--- src/rtl/shift_conv_window_engine.sv ---
// KxK sliding-window convolver with power-of-two (shift + sign) weights.
// Weights load serially (K*K beats, row-major). Pixel columns then stream in,
// and each accepted column that completes a window produces one saturated
// result two pipeline stages later.
//
// Ports:
//   clk, reset                   clock and synchronous active-high reset
//   w_start                      begin (or restart) a weight load
//   w_valid/w_data/w_ready       weight beats, w_data = {sign, shift}
//   in_valid/in_col/in_last      pixel column stream, in_col[r*DW +: DW] = row r
//   in_ready                     column accepted when in_valid && in_ready
//   out_valid/out_data/out_ready signed saturated result stream
//   relu_en                      clamp negative results to zero (stage 2)
//   busy                         high while loading weights or draining
module shift_conv_window_engine #(
    parameter int unsigned K  = 5,
    parameter int unsigned DW = 8,
    parameter int unsigned SW = 3,
    parameter int unsigned OW = 16
) (
    input  logic            clk,
    input  logic            reset,
    input  logic            w_start,
    input  logic            w_valid,
    input  logic [SW:0]     w_data,
    output logic            w_ready,
    input  logic            in_valid,
    input  logic [K*DW-1:0] in_col,
    input  logic            in_last,
    output logic            in_ready,
    output logic            out_valid,
    output logic [OW-1:0]   out_data,
    input  logic            out_ready,
    input  logic            relu_en,
    output logic            busy
);

    localparam int unsigned NT = K * K;
    localparam int unsigned PW = DW + 2**SW;
    localparam int unsigned AW = PW + 1 + $clog2(NT);
    localparam int unsigned BW = $clog2(NT);
    localparam int unsigned CW = $clog2(K + 1);
    localparam logic signed [AW-1:0] SAT_MAX = AW'(2**(OW-1) - 1);
    localparam logic signed [AW-1:0] SAT_MIN = ~SAT_MAX;

    typedef enum logic [1:0] {IDLE, LOAD, RUN, DRAIN} state_t;

    state_t                 state, state_nx;
    logic [BW-1:0]          beat_idx;
    logic [SW-1:0]          w_shift [NT];
    logic                   w_sign  [NT];
    logic [DW-1:0]          win     [K][K];
    logic [DW-1:0]          win_nx  [K][K];
    logic [CW-1:0]          col_cnt;
    logic [CW-1:0]          cnt_inc;
    logic signed [AW-1:0]   row_sum    [K];
    logic signed [AW-1:0]   row_sum_nx [K];
    logic signed [AW-1:0]   sat_c;
    logic                   s1_valid;
    logic                   advance;
    logic                   col_acc;
    logic                   launch;
    logic                   w_acc;
    logic                   last_beat;

    // Handshake decode; a w_start in RUN blocks the column that cycle.
    assign advance   = !out_valid || out_ready;
    assign w_ready   = (state == LOAD);
    assign busy      = (state == LOAD) || (state == DRAIN);
    assign in_ready  = (state == RUN) && advance && !w_start;
    assign col_acc   = in_valid && in_ready;
    assign w_acc     = w_valid && w_ready;
    assign last_beat = w_acc && !w_start && (beat_idx == BW'(NT - 1));
    assign cnt_inc   = (col_cnt == CW'(K)) ? col_cnt : col_cnt + CW'(1);
    assign launch    = col_acc && (cnt_inc == CW'(K));

    // State register.
    always_ff @(posedge clk) begin
        if (reset) state <= IDLE;
        else       state <= state_nx;
    end

    // Next-state logic.
    always_comb begin
        state_nx = state;
        case (state)
            IDLE:    if (w_start) state_nx = LOAD;
            LOAD:    if (last_beat) state_nx = RUN;
            RUN:     if (w_start) state_nx = DRAIN;
            DRAIN:   if (!s1_valid && !out_valid) state_nx = LOAD;
            default: state_nx = IDLE;
        endcase
    end

    // Weight storage; beat i lands on tap (i/K, i%K) = flat index i.
    always_ff @(posedge clk) begin
        if (reset) begin
            beat_idx <= '0;
            for (int i = 0; i < NT; i++) begin
                w_shift[i] <= '0;
                w_sign[i]  <= 1'b0;
            end
        end else if (state == LOAD) begin
            if (w_start) begin
                beat_idx <= '0;
            end else if (w_acc) begin
                w_shift[beat_idx] <= w_data[SW-1:0];
                w_sign[beat_idx]  <= w_data[SW];
                beat_idx          <= last_beat ? '0 : beat_idx + BW'(1);
            end
        end else begin
            beat_idx <= '0;
        end
    end

    // Window after the incoming column shifts in (column 0 is the oldest).
    always_comb begin
        for (int r = 0; r < K; r++) begin
            for (int c = 0; c < K - 1; c++) win_nx[r][c] = win[r][c + 1];
            win_nx[r][K - 1] = in_col[r*DW +: DW];
        end
    end

    // Stage-1 row sums over the post-shift window, full precision.
    always_comb begin : row_sum_comb
        logic signed [AW-1:0] acc;
        logic [PW-1:0]        mag;
        for (int r = 0; r < K; r++) begin
            acc = '0;
            for (int c = 0; c < K; c++) begin
                mag = PW'(win_nx[r][c]) << w_shift[r*K + c];
                acc = w_sign[r*K + c] ? acc - AW'(mag) : acc + AW'(mag);
            end
            row_sum_nx[r] = acc;
        end
    end

    // Stage-2 total, optional ReLU, then saturation to OW bits.
    always_comb begin : stage2_comb
        logic signed [AW-1:0] acc;
        acc = '0;
        for (int r = 0; r < K; r++) acc = acc + row_sum[r];
        if (relu_en && (acc < 0)) acc = '0;
        if (acc > SAT_MAX)      sat_c = SAT_MAX;
        else if (acc < SAT_MIN) sat_c = SAT_MIN;
        else                    sat_c = acc;
    end

    // Window, column counter and the two pipeline stages; both stages hold
    // together whenever the output is stalled.
    always_ff @(posedge clk) begin
        if (reset) begin
            col_cnt   <= '0;
            s1_valid  <= 1'b0;
            out_valid <= 1'b0;
            out_data  <= '0;
            for (int r = 0; r < K; r++) begin
                row_sum[r] <= '0;
                for (int c = 0; c < K; c++) win[r][c] <= '0;
            end
        end else begin
            if (col_acc) begin
                win     <= win_nx;
                col_cnt <= in_last ? '0 : cnt_inc;
            end
            if (advance) begin
                s1_valid  <= launch;
                out_valid <= s1_valid;
                if (launch)   row_sum  <= row_sum_nx;
                if (s1_valid) out_data <= OW'(sat_c);
            end
        end
    end

endmodule

--- config.mk ---
export PLATFORM = sky130hd
export DESIGN_NAME = shift_conv_window_engine
export DESIGN_NICKNAME = d
export VERILOG_FILES = /design/src/rtl/shift_conv_window_engine.sv
export SDC_FILE = /design/constraint.sdc
export NUM_CORES = 2
export LEC_CHECK = 0
export BUFFER_PORTS_ARGS = -buffer_cell sky130_fd_sc_hd__buf_4
export CAP_MARGIN = 20
export CORE_MARGIN = 2
export CORE_UTILIZATION = 50
export DETAILED_ROUTE_END_ITERATION = 6
export GPL_ROUTABILITY_DRIVEN = 1
export GPL_TIMING_DRIVEN = 1
export PLACE_DENSITY_LB_ADDON = 0.25
export SYNTH_ARGS = -nofsm -noshare
export SYNTH_HDL_FRONTEND = slang
export SYNTH_SLANG_ARGS = --single-unit
--- constraint.sdc ---
create_clock -name clk -period 13.6 [get_ports clk]
set_input_delay 2.72 -clock clk [delete_from_list [all_inputs] [get_ports clk]]
set_output_delay 2.72 -clock clk [all_outputs]
set_load 0.01 [all_outputs]
### Word level (Yosys, flattened, before mapping)

Memory sizes are Yosys's and may differ from the RTL's.
Cells that the tools add are included.

| word-level totals | value |
|---|---|
| memories kept | 2 |
| RAM bits | 100 |
| logic and storage cells | 193 |
| output and inout bits | 20 |
| input bits | 52 |
| register bits | 298 |

Memories:

| memory | words | bits a word | read ports | clocked after memory_dff | wr ports | RTL line | text |
|---|---|---|---|---|---|---|---|
| w_shift | 25 | 3 | 25 | 0 | 25 | 50 | `logic [SW-1:0] w_shift [NT];` |
| w_sign | 25 | 1 | 25 | 0 | 25 | 51 | `logic w_sign [NT];` |

| cells by class | value |
|---|---|
| $add $sub $neg | 51 |
| reductions and logical operators | 21 |
| multiplexer cells | 49 |
| shift operators | 25 |
| equality and inequality tests | 10 |
| magnitude comparators | 3 |
| bitwise gates (word level) | 1 |

Operator list:

| kind | count |
|---|---|
| 22-bit two-way mux | 26 |
| 22-bit by 16-bit adder with 22-bit output | 20 |
| 22-bit by 16-bit subtractor with 22-bit output | 20 |
| 8-bit by 3-bit left shift with 16-bit output | 25 |
| 22-bit adder | 4 |
| 1-bit by 16-bit subtractor with 17-bit output, first input constant | 5 |
| 16-bit two-way mux | 2 |
| 22-bit by 16-bit greater-than comparator with 1-bit output, second input constant | 1 |
| 22-bit by 1-bit < comparator with 1-bit output, second input constant | 1 |
| 22-bit by 16-bit < comparator with 1-bit output, second input constant | 1 |
| 5-bit two-way mux | 3 |
| 1-bit two-way mux | 10 |
| 1-bit logical AND | 9 |
| 3-bit two-way mux | 3 |
| 2-bit two-way mux | 4 |
| 2-bit one-hot mux with 4 select lines | 1 |
| 3-bit == test, second input constant | 2 |
| 3-bit OR reduction | 2 |
| 5-bit by 1-bit adder with 5-bit output, second input constant | 1 |
| 5-bit == test, second input constant | 1 |
| 2-bit == test, second input constant | 2 |
| 2-bit by 1-bit inequality test with 1-bit output, second input constant | 2 |
| 2-bit inequality test, second input constant | 2 |
| 2-bit AND reduction | 2 |
| 8 further kinds | 11 |

### Logic depth before layout (Yosys ltp)

An unclocked memory read counts as a cell.

| depth | value |
|---|---|
| word-level depth | 12 |
| depth in mapped cells | 42 |

### Worst setup path before layout

OpenSTA, ideal clock, no wires.

| timing | value |
|---|---|
| kind | reg-to-reg |
| start point | memory w_shift[1][1] |
| end point | register row_sum[109] in the netlist's numbering |
| data arrival time | 8.022 ns |
| setup slack | 5.456 ns |
| library setup time | 0.122 ns |
| stages on the path, launching flop included | 42 |
| cells stage by stage | edfxtp_1 clkbuf_1 clkbuf_1 clkbuf_1 mux2_2 o21ai_0 nor2_1 xnor2_1 ha_1 nor2b_1 o21ai_0 a21boi_0 o21ai_0 a21boi_0 o21ai_0 nand2b_1 a21o_1 a21oi_1 (+6 left out) or3_1 a21o_1 a21oi_1 xnor2_1 ha_1 nand3_1 a2111oi_0 nor3_1 xnor2_1 ha_1 a21o_1 a31o_2 a31oi_1 o21ai_0 a31oi_1 xor2_1 and3_1 a311o_1 |

RTL lines:

| element | RTL line | text |
|---|---|---|
| start: declaration | 50 |  |
| end signal: assignment | 169 | `if (launch) row_sum <= row_sum_nx;` |
| end: declaration | 56 | `logic signed [AW-1:0] row_sum [K];` |

==> qor.csv <==
metric,value,unit
Fin Hold WS,472,ps
synthesized cell area,54200,µm²
vias,50538,
Final nets,7682,
worst setup path start,w_shift[1][0]$_SDFFCE_PN0P_,
mux contribution to synthesized area,7.92,%
Seq cells post-synth,398,
Slew @ Worst Pin,1050,ps
Final Skew,19.7,ps
RSZ-0062 raised after global routing,false,
Crit path top cell by count,o21ai_0,
"top cells by area, synth","ha_1 (11%), dfxtp_1 (11%), a21oi_1 (7.1%)",
Remaining DRCs,0,
P per Cell Area,180,nW/µm²
number of synthesized flops with an enable pin,100,
outcome,"complete, no violations",
Ys Warns,0,
syn_nets,7879,
CP endpoint kind,flop,
Inserted Clock Buffers,52,
main combinational cell family by area after synthesis,compound AO/OA/AOI/OAI gates,
commonest cells in the netlist,"nand2_1 (975), a21oi_1 (765), nor2_1 (646)",
simple-gate area share of the yosys netlist,22.8,%
sequential element share of the synthesized area,16.6,%
Bufs on Longest Clock Path,3,
Synth Area in XOR/XNOR,10.5,%
Hold WC Path Type,reg -> reg,
Port Buf Inserts,71,
Via density,5.93,
standard-cell rows,120,
"Slowest-stage cell, CP",edfxtp_1,
Synth cell types,118,
Initial Util,50.5,%
clock slew at the register clock pins of the worst setup and hold paths,60,ps
Mapped Cells,7267,
hold_buf cts,0,
routability congestion estimate,0.942,
synthesis-to-layout area growth,5.38,%
r2r endpoint,row_sum[109]$_SDFFE_PP0P_,
I/O pins,72,
R2R cell count,38,
total wire length,153000,µm
most frequent cell after synthesis,nand2_1,
first-pass GRT wire length,242000,µm
DP Cell Count,8419,
WL per Instance,17.9,µm
Worst Path Arrival,9380,ps
Pre-Repair DR Iteration Count,6,
Routed Antenna Nets,0,
Core ar.,107000,µm²
post-detail-place hpwl,119000,µm
TritonCTS clock tree,done,
vias in the first global route,46241,
share of cells above drive strength 1,5.71,%
Worst-Skew Late Latency,660,ps
Lkg Pwr,23.0,nW
CTS HTree Levels,2,
antenna violations before repair,4,
Max Fanout on Critical Path,20,
Final TNS setup,0,ps
top-area cell type share of the netlist area,11.0,%
ANT cells,0,
Die Area,111000,µm²
"Min Clock Period, post-route",8840,ps
count of final setup violators,0,
critical path launch point type,flop,
Final Slew Violations,0,
post-route insts no fill,8517,
Critical Path RT,14140,ps
Max Clk Rate,0.113,GHz
critical path class,reg -> reg,
final-report hold violation count,0,
pin count of the biggest net entering global routing,93,
Yosys top cell by area,ha_1,
R2R setup slack,4760,ps
Die H,333,µm
VDD IR-drop max,0.189,mV
post_cts resized,0,
r2r startpoint,w_shift[1][0]$_SDFFCE_PN0P_,
Mean Syn Cell Area,7.46,µm²
die width,333,µm
GRT Total Usage,26.3,%
root buffer cell,clkbuf_16,
Post-CTS Repair Setup Buffers,0,
iteration-0 DRC count of the detailed router,3781,
Critical path destination,row_sum[109]$_SDFFE_PP0P_,
post-synthesis compound-gate area fraction,23.7,%
post-route clock period utilization,65.0,%
Clock Sinks,398,
adder-cell share of the synthesized area,14.1,%
post-layout util,53.2,%
largest stage delay on the critical path,690,ps
Max-cap violations,0,
Fill cells,10330,
Post-synth ARST share,0,%
ys flop type,dfxtp_1,
slew margin rel.,30.2,%
grt ovf,0,
[power by group]
part	total (mW)	internal [mW]	switching [mW]
clock network	1.49	0.876	0.619
registers	1.33	1.24	0.0967
logic	7.43	3.26	4.17
total	10.3	5.37	4.88
[layer usage]
layer  up-vias  wire length (µm)  track usage [%]
li1      25521                 -                -
met1     23674             69100             34.9
met2      1113             71400             44.9
met3       228              6870             2.20
met4         2              5260             9.05
met5         -                13                0
[final cells by class]
cell class,instances,area (µm²),area share [%]
Timing Repair Buffer,92,698,1.22
Sequential cell,398,8970,15.7
Tap cell,1403,1760,3.07
Clock inverter,33,395,0.692
Inverter,274,1030,1.80
Clock buffer,65,1440,2.53
Multi-Input combinational cell,6252,42800,75.0
[cell usage in the layout (no fill, tap or decap), types with 150 or more instances in the layout]
cell / synthesis / routed
nor2_1: 646 / 646
xor2_1: 257 / 257
inv_1: 265 / 264
ha_1: 478 / 478
and2_1: 151 / 150
mux2i_1: 188 / 188
dfxtp_1: 298 / 298
nor3_1: 152 / 152
a21oi_1: 765 / 764
xnor2_1: 373 / 373
nand2_1: 975 / 973
o21ai_0: 436 / 436
[kinds of logic after synthesis]
family / count (synthesis)
AOI/OAI and AO/OA: 2061
xor gates and xnor gates: 639
adders and majority gates: 560
buffers and inverters: 617
DFF: 398
muxes: 350
and+or+nand+nor: 2642
[flip-flops by register name, indices dropped and copies added (netlist names)]
name and flops:
win 160, row_sum 110, w_shift 75, w_sign 25
out_data 16, beat_idx 5, col_cnt 3, state 2
out_valid 1, s1_valid 1
[how the worst min path moves through the flow]
stage                                   from  slack, ps  cells after the start                        to
global placement    row_sum[31]$_SDFFE_PP0P_        460                      2  row_sum[31]$_SDFFE_PP0P_
global route        row_sum[43]$_SDFFE_PP0P_        490                      2  row_sum[43]$_SDFFE_PP0P_
finish              row_sum[43]$_SDFFE_PP0P_        470                      2  row_sum[43]$_SDFFE_PP0P_
detailed placement  row_sum[51]$_SDFFE_PP0P_        460                      2  row_sum[51]$_SDFFE_PP0P_
CTS                 row_sum[43]$_SDFFE_PP0P_        480                      2  row_sum[43]$_SDFFE_PP0P_
floorplan           row_sum[43]$_SDFFE_PP0P_        440                      2  row_sum[43]$_SDFFE_PP0P_
[metrics by stage]
stage	cell area, µm²	setup slack [ps]	total power [mW]
final	57100	4760	10.3
after detailed placement	55300	4760	8.65
after CTS	57100	4730	10.2
after global placement	55300	4910	8.58
after floorplan	54200	5460	7.27
after global routing	57100	3900	11.2
[worst max-delay path, delay by kind of cell (launching register included)]
| family | cells | cell delay, ps |
|---|---|---|
| mux | 1 | 290 |
| flops | 1 | 690 |
| simple gates | 9 | 1750 |
| xor+xnor | 4 | 510 |
| fa+ha+maj | 5 | 1840 |
| compound gates | 19 | 3610 |
Note: power is estimated with default switching activity, not from simulation.
